===== src/rtl/alu_arbiter.sv =====
// -----------------------------------------------------------------------------
// alu_arbiter
//   Shares one external combinational ALU between two requesters.
//   A request is granted in IDLE (round-robin on a tie), its operands are
//   registered and presented to the ALU for one EXEC cycle, the ALU outputs
//   are captured, and the response is held in RESP until the granted
//   requester accepts it.
//
// Handshake rule (both request and response channels): a transfer happens on
// a rising clk edge where valid and ready of the same bit are both 1. Valid
// and ready are independent of each other's value on the same bit.
//
// Ports
//   clk, rst_n                 clock, asynchronous active-low reset
//   i_req_valid[1:0]           request strobe per requester
//   o_req_ready[1:0]           request accept per requester (IDLE winner only)
//   i_req{0,1}_a/_b[W-1:0]     operands per requester
//   i_req{0,1}_op[1:0]         opcode per requester (not decoded here)
//   o_rsp_valid[1:0]           response strobe, only the granted bit
//   i_rsp_ready[1:0]           response accept; non-granted bit ignored
//   o_rsp_result[W-1:0]        captured ALU result
//   o_rsp_overflow, o_rsp_zero captured ALU flags
//   o_alu_a/_b[W-1:0], o_alu_op[1:0]  registered operands to the ALU
//   i_alu_result[W-1:0], i_alu_overflow, i_alu_zero  ALU outputs
//   o_busy                     high whenever not IDLE
//   o_op_count[7:0]            completed operations, wraps at 255
//   o_state[1:0]               FSM state for debug (0 IDLE, 1 EXEC, 2 RESP)
// -----------------------------------------------------------------------------
module alu_arbiter #(
  parameter int W = 4
) (
  input  logic         clk,
  input  logic         rst_n,
  input  logic [1:0]   i_req_valid,
  output logic [1:0]   o_req_ready,
  input  logic [W-1:0] i_req0_a,
  input  logic [W-1:0] i_req0_b,
  input  logic [1:0]   i_req0_op,
  input  logic [W-1:0] i_req1_a,
  input  logic [W-1:0] i_req1_b,
  input  logic [1:0]   i_req1_op,
  output logic [1:0]   o_rsp_valid,
  input  logic [1:0]   i_rsp_ready,
  output logic [W-1:0] o_rsp_result,
  output logic         o_rsp_overflow,
  output logic         o_rsp_zero,
  output logic [W-1:0] o_alu_a,
  output logic [W-1:0] o_alu_b,
  output logic [1:0]   o_alu_op,
  input  logic [W-1:0] i_alu_result,
  input  logic         i_alu_overflow,
  input  logic         i_alu_zero,
  output logic         o_busy,
  output logic [7:0]   o_op_count,
  output logic [1:0]   o_state
);

  typedef enum logic [1:0] {
    S_IDLE = 2'd0,
    S_EXEC = 2'd1,
    S_RESP = 2'd2
  } state_t;

  state_t       r_state;
  state_t       w_next;

  logic         r_last_grant;
  logic         r_gid;
  logic [W-1:0] r_a;
  logic [W-1:0] r_b;
  logic [1:0]   r_op;
  logic [W-1:0] r_res;
  logic         r_ovf;
  logic         r_zero;
  logic [7:0]   r_count;

  logic         w_grant_id;
  logic         w_accept;
  logic         w_rsp_done;

  // Winner among current requests; on a tie the one not served last wins.
  always_comb begin
    w_grant_id = 1'b0;
    case (i_req_valid)
      2'b01:   w_grant_id = 1'b0;
      2'b10:   w_grant_id = 1'b1;
      2'b11:   w_grant_id = ~r_last_grant;
      default: w_grant_id = 1'b0;
    endcase
  end

  // The winner's ready is always 1 in IDLE, so any valid request is accepted.
  assign w_accept   = (r_state == S_IDLE) && (|i_req_valid);
  assign w_rsp_done = (r_state == S_RESP) && i_rsp_ready[r_gid];

  // ---------------------------------------------------------------- state reg
  always_ff @(posedge clk or negedge rst_n) begin
    if (!rst_n) begin
      r_state <= S_IDLE;
    end else begin
      r_state <= w_next;
    end
  end

  // ---------------------------------------------------------------- next state
  always_comb begin
    w_next = r_state;
    case (r_state)
      S_IDLE:  if (w_accept) w_next = S_EXEC;
      S_EXEC:  w_next = S_RESP;
      S_RESP:  if (w_rsp_done) w_next = S_IDLE;
      default: w_next = S_IDLE;
    endcase
  end

  // ---------------------------------------------------------------- outputs
  // o_req_ready is gated by rst_n so it drops immediately while reset is
  // held even if requests are pending in IDLE.
  always_comb begin
    o_req_ready = 2'b00;
    o_rsp_valid = 2'b00;
    o_busy      = 1'b0;
    case (r_state)
      S_IDLE: begin
        if (rst_n && (|i_req_valid)) o_req_ready[w_grant_id] = 1'b1;
      end
      S_EXEC: begin
        o_busy = 1'b1;
      end
      S_RESP: begin
        o_busy             = 1'b1;
        o_rsp_valid[r_gid] = 1'b1;
      end
      default: begin
        o_busy = 1'b1;
      end
    endcase
  end

  // ---------------------------------------------------------------- datapath
  always_ff @(posedge clk or negedge rst_n) begin
    if (!rst_n) begin
      r_last_grant <= 1'b1;
      r_gid        <= 1'b0;
      r_a          <= '0;
      r_b          <= '0;
      r_op         <= 2'b00;
      r_res        <= '0;
      r_ovf        <= 1'b0;
      r_zero       <= 1'b0;
      r_count      <= 8'd0;
    end else begin
      if (w_accept) begin
        r_gid <= w_grant_id;
        r_a   <= w_grant_id ? i_req1_a  : i_req0_a;
        r_b   <= w_grant_id ? i_req1_b  : i_req0_b;
        r_op  <= w_grant_id ? i_req1_op : i_req0_op;
      end
      if (r_state == S_EXEC) begin
        r_res  <= i_alu_result;
        r_ovf  <= i_alu_overflow;
        r_zero <= i_alu_zero;
      end
      if (w_rsp_done) begin
        r_last_grant <= r_gid;
        r_count      <= r_count + 8'd1;
      end
    end
  end

  assign o_alu_a        = r_a;
  assign o_alu_b        = r_b;
  assign o_alu_op       = r_op;
  assign o_rsp_result   = r_res;
  assign o_rsp_overflow = r_ovf;
  assign o_rsp_zero     = r_zero;
  assign o_op_count     = r_count;
  assign o_state        = r_state;

endmodule

===== config.mk =====
export PLATFORM = sky130hd
export DESIGN_NAME = alu_arbiter
export DESIGN_NICKNAME = d
export VERILOG_FILES = /design/src/rtl/alu_arbiter.sv
export SDC_FILE = /design/constraint.sdc
export NUM_CORES = 1
export LEC_CHECK = 0
export CAP_MARGIN = 10
export CORE_AREA = 10 10 79 81
export CTS_CLUSTER_DIAMETER = 100
export DETAILED_ROUTE_END_ITERATION = 10
export DIE_AREA = 0 0 89 91
export SYNTH_ARGS = -nofsm -noshare
export SYNTH_HDL_FRONTEND = slang
export SYNTH_SLANG_ARGS = --single-unit

===== constraint.sdc =====
create_clock -name clk -period 2.1 [get_ports clk]
set_input_delay 0.42 -clock clk [delete_from_list [all_inputs] [get_ports clk]]
set_output_delay 0.42 -clock clk [all_outputs]
set_load 0.1 [all_outputs]

# After elaboration in Yosys (flattened, before gate mapping)
# Cells that the tools add are included.
# totals
elab_cells	47
mem_count	0
romBits	0
mem_bits_rw	0
ff_bits	28
latch_bits	0
# op_classes
addsub	1
reduce_logical	8
n_mux	17
bitwise	1
n_shift	0
n_div	0
order_cmp	4
n_mul	0
eq_ne	6
# op_table
op	n
$mux W2	6
$add A8 B1 Y8 const B	1
$mux W4	2
$eq A2 B2 Y1 const B	3
$pmux W2 S3	1
$logic_and A1 B1 Y1	5
$mux W1	5
$lt A1 B2 Y1 const B	2
$ne A2 B2 Y1 const B	2
$demux W1 S1	2
$eq A2 B1 Y1 const B	1
$ge A1 B1 Y1 const B	2
$logic_not A2 Y1	1
$pmux W1 S2	1
$reduce_and A2 Y1	1
$reduce_or A2 Y1	1
$not A1 Y1	1

# Logic depth before layout (Yosys ltp)
# Gate-level depths: netlist of run 1.
# logic_depth
ltp_word	8
depth_mapped	4

# Worst setup path after synthesis of run 1
# OpenSTA, ideal clock, no wires.
# synth_path
path_kind	register to output
from	register r_state[0] (netlist: o_state[0])
to	output port o_req_ready[1]
n_path_buf	0
path_stages_with_launch	4
t_required_ps	1680
arrival_ps	3664
setup_slack_ps	-1984
cell_sequence	dfrtp_1 > nor2_1 > inv_1 > nor3_1
# synth_via
elab_chain_cells	2
# synth_lines
item	line	rtl
start, declared	64	state_t r_state;
start signal, assigned	101	r_state <= w_next;
$logic_not A2 Y1	123	case (r_state)
$mux W2	123	
end, declared	35	output logic [1:0] o_req_ready,
# Every way passes these cells.

# Final worst setup path of run 1
# layout_path
from	input port i_req_valid[0]
to	output port o_req_ready[0]
# layout_via
elab_chain_cells	8
word_cells_on_any_way	12
# layout_lines
item	line	rtl
start, declared	34	input logic [1:0] i_req_valid,
$eq A2 B2 Y1	84	case (i_req_valid)
$pmux W1 S2	84	
$lt A1 B2 Y1 (not written as such) / $ge A1 B1 Y1 (equally long branches)	125	if (rst_n && (|i_req_valid)) o_req_ready[w_grant_id] = 1'b1;
$logic_and A1 B1 Y1 (not written as such)	125	
$mux W1 (not written as such)	125	
$demux W1 S1	125	
$mux W2 (*)	125	
$mux W2 (*)	123	
# Mark *: on every way between the ends. The rest lies on a longest branch, timed or not.

==> results of run 1 <==
[synth_stat cells, drive strengths merged]
cell type and n:
dfstp 1, nand4 1, nand3 2, nor3 2
xor2 3, inv 3, o22ai 1, and4 1
clkbuf 1, mux2i 1, a22o 1, nor2b 1
dfrtp 27, o21ai 1, xnor2 4, a21bo 1
nor3b 1, ha 1, mux2 28, nand2 2
o21a 1, nor2 4, nand3b 1, and4b 1
and3 2, nand2b 2, buf 2
[worst register-to-register path, cell delays in order (launching register included)]
cell,delay (ps)
dfstp_2,550
a21bo_4,230
buf_12,150
mux2_4,290
mux2_4,250
[worst min path at each step]
stage | startpoint | to | depth (start not counted)
2_1_floorplan | rst_n | o_alu_a[0] | 0
3_3_place_gp | o_op_count[7] | o_op_count[7] | 1
3_5_place_dp | o_op_count[7] | o_op_count[7] | 1
4_1_cts | o_op_count[7] | o_op_count[7] | 1
5_1_grt | o_op_count[7] | o_op_count[7] | 1
6_report | o_op_count[7] | o_op_count[7] | 1
[placed cells by master, fill, tap and decap left out, drive strengths merged, types with 3 or more instances in the layout]
cell / n
clkbuf: 4
dfrtp: 27
clkdlybuf4s50: 31
xor2: 3
nor2: 4
xnor2: 4
buf: 35
mux2: 28
[cell families after synthesis]
logic type               count (synthesis)
multiplexers                            29
flip-flops                              28
AND/OR/NAND/NOR                         20
XOR/XNOR                                 7
buffers and inverters                    6
AO/OA/AOI/OAI                            5
adder cells (fa/ha/maj)                  1
[area by class of cell]
class | count | area (um2)
Timing Repair Buffer | 66 | 648
Fill cell | 441 | 2520
Inverter | 3 | 15.0
Multi-Input combinational cell | 62 | 649
Tap cell | 54 | 67.6
Sequential cell | 28 | 709
Clock buffer | 4 | 55.1
[state kept, by name, summed over array words and instances (netlist names)]
| register | count |
|---|---|
| o_rsp_result | 4 |
| r_last_grant | 1 |
| o_op_count | 8 |
| o_state | 2 |
| r_gid | 1 |
| o_rsp_zero | 1 |
| o_alu_b | 4 |
| o_rsp_overflow | 1 |
| o_alu_a | 4 |
| o_alu_op | 2 |
[routing by layer]
layer  share of wire (%)  vias to the layer above
met5                   0                        -
met4                0.55                        0
met1                  42                      482
met3                 9.8                        2
met2                  48                       41
li1                    -                      474
[stage by stage]
step	instance area [um2]	hold WS, ps
floorplan	1400	124
global placement	2090	468
detailed placement	2090	474
CTS	2140	491
global route	2140	513
finish	2140	488
==> flow_metrics.tcl, run 1 <==
set metrics [dict create \
    syn_area_mm2 0.00135 \
    slowest_stage "clkdlybuf4s50_1" \
    critPathArrivalTime_ps 1580 \
    slowest_delay_ps 510 \
    vias 999 \
    busiest_layer "met2" \
    cts_hold_buf 0 \
    cap_violations 0 \
    initial_core_util_pct 28.9 \
    totalNegativeSetupSlack_ps 0 \
    wl_per_cell_um 16.7 \
    grt_pass1_wl_um 5800 \
    yosysTopAreaCellShare_pct 50.1 \
    h-tree-depth 1 \
    cts-resized-gates 0 \
    die_h_um 91 \
    track_usage_pct 9.04 \
    gp_congestion 0.744 \
    synthMuxAreaShare_pct 28.0 \
    syn_avg_cell_area_um2 14.0 \
    antenna_found_initial 0 \
    synth.largest_area_cell "dfrtp_1" \
    setup_viol 0 \
    ant_nets 0 \
    core_area_mm2 0.00466 \
    grt-ovfl-total 0 \
    ys_types 30 \
    fin_nets 197 \
    cts_sinks 28 \
    clock.fmax_mhz 499 \
    min_period_ps 2000 \
    endpoint "o_req_ready[0]" \
    fin_cells 217 \
    drt_iter0_drc 25 \
    cts_root_buf "clkbuf_8" \
    syn2layout_area_growth_pct 59.1 \
    finClkSkew_ps 1.83 \
    synth_top_family_by_area "multiplexers" \
    tightestPinTransition_ps 343 \
    syn_inst 96 \
    vias_per_cell 4.60 \
    start_kind "input port" \
    hp-class "reg2reg" \
    crit_path_max_fanout 9 \
    fin_ws_ps 96.6 \
    cts_tree "done" \
    worstPathCellList "clkdlybuf4s50_1 > a21bo_4 > and3_4 > buf_12" \
    syn_nets 129 \
    diodes 0 \
    drive_above_1_share_pct 47.9 \
    synthTopCellsByArea "dfrtp_1, mux2_4, mux2_2" \
    finalMaxSlewViolations 0 \
    rsz0062_at_grt "false" \
    synth_adder_area_share_pct 0.929 \
    firstDrtPassIters 4 \
    clk_path_buf_depth 2 \
    status "completed" \
    placed_cells 213 \
    postCtsSetupBuffers 0 \
    worstPathRequired_ps 1680 \
    grtUsageMet3_pct 3.66 \
    drc 0 \
    hold_violations 0 \
    postRouteWirelength_um 3630 \
    grt_max_degree 24 \
    fin_util_pct 46.0 \
    rrSetupSlack_ps 520 \
    io_pins 63 \
    met1_usage_pct 10.3 \
    ys_seq_area_share_pct 52.1 \
    crit_family "buffers and inverters" \
    cp_num_cells 4 \
    grt_pass1_vias 1106 \
    portBuffers 62 \
    grt_use_met2_pct 15.2 \
    reg2regPathDepth 4 \
    die-area_mm2 0.00810 \
    die_width_um 89 \
    path_clk_slew_ps 90 \
    dp_hpwl_um 3090 \
    end_kind "output port" \
    yosysWarnings 0 \
    critPathKind "in2out" \
    pre_cts_slack_ps 53.0 \
    r2r-start "r_last_grant" \
    cts_made_buffers 3 \
    maxSlewHeadroom_pct 77.2 \
    cp_num_buf_inv 2 \
    rows 25 \
    yosys.area_share.xor_xnor_pct 4.55 \
    synth-compound-area-share_pct 3.34 \
    startpoint "i_req_valid[0]" \
    clk_latency_ps 270 \
    rr_endpoint "o_alu_b[2]" \
    ys_seq_elements 28 \
    yosys.area_share.simple_pct 8.54 \
    min_period_over_period_pct 95.4 \
]
Power of run 1 is left out: the tool's default activity adds up to more than one toggle a clock period on the data nets, which glitch-free logic cannot reach.
==> run 2, diff against run 1 <==
- CORE_AREA: 10 10 79 81 -> 10 10 67 69
- DIE_AREA: 0 0 89 91 -> 0 0 77 79
- PLACE_DENSITY: unset -> 0.82
==> flow_metrics.tcl, run 2 (same netlist as run 1, synthesis figures left out) <==
set metrics [dict create \
    status "completed" \
    cts_hold_buf 0 \
    start_kind "register" \
    wl_per_cell_um 16.6 \
    layout_common_cells "clkdlybuf4s50_1, buf_4, dfrtp_1" \
    worstPathRequired_ps 1680 \
    clock.fmax_mhz 491 \
    gp_congestion 0.768 \
    drive_above_1_share_pct 48.5 \
    min_period_ps 2040 \
    finalMaxSlewViolations 0 \
    path_clk_slew_ps 150 \
    firstDrtPassIters 2 \
    grt_max_degree 29 \
    initial_core_util_pct 41.7 \
    tightestPinTransition_ps 344 \
    fill_cells 256 \
    die_h_um 79 \
    portBuffers 62 \
    drt_iter0_drc 30 \
    worstPathCellList "nor2_4 > clkinvlp_4 > nor3_4 > buf_12" \
    die_width_um 77 \
    cts-resized-gates 0 \
    cts_sinks 28 \
    grt_pass1_wl_um 5770 \
    end_kind "output port" \
    h-tree-depth 1 \
    slowest_stage "dfrtp_4" \
    vias 1013 \
    grt-ovfl-total 0 \
    ant_nets 0 \
    maxSlewHeadroom_pct 77.1 \
    cts_tree "done" \
    largest_register_ffs 8 \
    finClkSkew_ps 6.09 \
    clk_path_buf_depth 2 \
    die-area_mm2 0.00608 \
    cts_made_buffers 3 \
    postCtsSetupBuffers 0 \
    io_pins 63 \
    hold_violations 0 \
    dp_hpwl_um 2890 \
    antenna_found_initial 0 \
    hp-class "reg2reg" \
    fin_nets 199 \
    min_period_over_period_pct 97.0 \
    core_area_mm2 0.00323 \
    syn2layout_area_growth_pct 59.3 \
    diodes 0 \
    multi_input_area_um2 649 \
    critPathArrivalTime_ps 1620 \
    rows 21 \
    cap_violations 0 \
    slowest_delay_ps 530 \
    track_usage_pct 11.7 \
    fin_util_pct 66.4 \
    vias_per_cell 4.80 \
    reg2regPathDepth 4 \
    setup_viol 0 \
    cts_root_buf "clkbuf_4" \
    clk_latency_ps 340 \
    min_path_cells 1 \
    grt_pass1_vias 1121 \
    postRouteWirelength_um 3500 \
    critPathKind "reg2out" \
    crit_path_max_fanout 5 \
    regArea_um2 709 \
    drc 0 \
]
run 2: layout make-up:
type,count,area share [%]
clock buffers,3,1.05
clock inverters,1,1.40
inverters,3,0.699
multi-input cells,62,30.2
flip-flops and latches,28,33.0
well taps,46,2.68
repair buffers,68,30.9
run 2: per-layer routing:
| metal | vias up | share of wire [%] | global-route usage, % |
|---|---|---|---|
| li1 | 473 | - | - |
| met1 | 498 | 40 | 13.1 |
| met2 | 40 | 49 | 19.6 |
| met3 | 2 | 9.8 | 5.18 |
| met4 | 0 | 0.86 | 3.83 |
| met5 | - | 0 | 0 |
run 2: stage by stage:
step | setup TNS [ps] | instances | instance area (um2) | setup slack (ps) | hold slack (ps)
floorplan | -541 | 96 | 1400 | -541 | 124
global route | -6.96 | 211 | 2150 | -6.96 | 507
CTS | 0 | 208 | 2120 | 2.85 | 492
finish | 0 | 211 | 2150 | 63.0 | 484
detailed placement | 0 | 204 | 2070 | 73.2 | 473
global placement | 0 | 204 | 2070 | 126 | 465
run 2: path summary, 6_finish.rpt:
path	end	slack, ps	from
worst min-delay path	o_op_count[7]	480	o_op_count[7]
worst max register to register	o_alu_a[3]	530	r_last_grant
worst max-delay path	o_req_ready[1]	60	o_state[0]
worst min register to register	o_op_count[7]	480	o_op_count[7]
max in group asynchronous	r_last_grant	1250	rst_n
min in group asynchronous	o_state[0]	550	rst_n
run 2: worst max-delay path: cells and delay by family (launching register included):
kind                   cells  cell delay [ps]
and+or+nand+nor            2              390
buffers and inverters      2              340
DFF                        1              530
Power of run 2 is left out for the same reason.
==> run 3, diff against run 2 <==
- CORE_AREA: 10 10 67 69 -> 10 10 66 68
- CTS_BUF_LIST: unset -> sky130_fd_sc_hd__clkbuf_4 sky130_fd_sc_hd__clkbuf_8
- DIE_AREA: 0 0 77 79 -> 0 0 76 78
- PLACE_DENSITY: 0.82 -> 0.85
==> flow_metrics.tcl, run 3 (same netlist as run 1, synthesis figures left out) <==
set metrics [dict create \
    status "completed" \
    fill_cells 250 \
    portBuffers 62 \
    hp-class "reg2reg" \
    wl_per_cell_um 15.8 \
    fin_ws_ps 64.8 \
    layout_common_cells "buf_4, clkdlybuf4s50_1, dfrtp_1" \
    drive_above_1_share_pct 48.5 \
    track_usage_pct 11.3 \
    slowest_stage "dfrtp_4" \
    grt_pass1_wl_um 5460 \
    worstPathCellList "nor2_4 > clkinvlp_4 > nor3_4 > buf_12" \
    rr_endpoint "o_alu_a[3]" \
    crit_path_max_fanout 7 \
    r2r-start "r_last_grant" \
    cts_hold_buf 0 \
    tightestPinTransition_ps 339 \
    clock.fmax_mhz 491 \
    end_kind "output port" \
    cap_violations 0 \
    grt-ovfl-total 0 \
    min_period_over_period_pct 96.9 \
    antenna_found_initial 0 \
    largest_register_ffs 8 \
    dp_hpwl_um 2800 \
    cts_made_buffers 3 \
    fin_nets 199 \
    rrSetupSlack_ps 530 \
    diodes 0 \
    maxSlewHeadroom_pct 77.4 \
    cts_sinks 28 \
    grt_pass1_vias 1089 \
    postRouteWirelength_um 3330 \
    final_common_cell "buf_4" \
    hold_violations 0 \
    core_area_mm2 0.00318 \
    initial_core_util_pct 42.4 \
    slowest_delay_ps 540 \
    syn2layout_area_growth_pct 56.7 \
    hold_end "o_op_count[7]" \
    cts_tree "done" \
    place_area_mm2 0.00207 \
    gp_congestion 0.777 \
    cts_root_buf "clkbuf_4" \
    rows 21 \
    clk_path_buf_depth 2 \
    worstPathRequired_ps 1680 \
    min_from "o_op_count[7]" \
    min_period_ps 2040 \
    firstDrtPassIters 4 \
    die-area_mm2 0.00593 \
    io_pins 63 \
    drt_iter0_drc 33 \
    die_width_um 76 \
    min_path_cells 1 \
    die_h_um 78 \
    critPathArrivalTime_ps 1620 \
    grt_max_degree 29 \
    vias_per_cell 4.75 \
    finalMaxSlewViolations 0 \
    start_kind "register" \
    finClkSkew_ps 4.98 \
    path_clk_slew_ps 130 \
    setup_viol 0 \
    vias 1003 \
    ant_nets 0 \
    drc 0 \
    fin_area_mm2 0.00211 \
    clk_latency_ps 330 \
    pre_cts_slack_ps 65.6 \
    reg2regPathDepth 4 \
    h-tree-depth 1 \
    critPathKind "reg2out" \
]
## run 3: cell count changes in the layout (fill, tap and decap cells not counted)
cell and delta:
clkbuf_4 +1, bufinv_16 -1, buf_4 +1, buf_12 -1
## run 3: stage by stage
| stage | TNS (ps) | util (%) | cells | hold WS, ps |
|---|---|---|---|---|
| 2_1_floorplan | -541 | - | 96 | 124 |
| 3_3_place_gp | 0 | 65.0 | 205 | 467 |
| 3_5_place_dp | 0 | 65.0 | 205 | 479 |
| 4_1_cts | 0 | 66.0 | 209 | 498 |
| 5_1_grt | -15.3 | 66.4 | 211 | 522 |
| 6_report | 0 | 66.4 | 211 | 492 |
## run 3: area by class of cell
class | instances | area (um2) | area share (%)
Clock buffer | 4 | 30.0 | 1.42
Inverter | 3 | 15.0 | 0.711
Tap cell | 46 | 57.6 | 2.73
Timing Repair Buffer | 68 | 651 | 30.8
Sequential cell | 28 | 709 | 33.6
Multi-Input combinational cell | 62 | 649 | 30.7
## run 3: what timing repair did
action,in CTS,in global routing
setup endpoints to repair,0,1
gates resized for setup,0,0
setup buffers,0,2
## run 3: layer usage
layer  vias up  track usage (%)  wire length, um
met5         -                0                0
met1       479             13.2             1420
met3         3             4.15              234
li1        478                -                -
met2        43             18.6             1640
met4         0             3.98               36
## run 3: how the worst max path moves through the flow
stage	from	endpoint	slack, ps	cells past startpoint
2_1_floorplan	o_state[0]	o_req_ready[1]	-540	3
5_1_grt	o_state[0]	o_req_ready[1]	-20	4
3_5_place_dp	i_req_valid[1]	o_alu_a[3]	70	5
3_3_place_gp	i_req_valid[1]	o_alu_b[3]	110	5
6_report	o_state[0]	o_req_ready[1]	60	4
4_1_cts	o_state[0]	o_req_ready[1]	10	4
## run 3: worst max-delay path, delay by kind of cell, from the launching register on
kind,cells,cell delay [ps]
flip-flops,1,540
AND/OR/NAND/NOR,2,400
buffers and inverters,2,340
Power of run 3 is left out for the same reason.
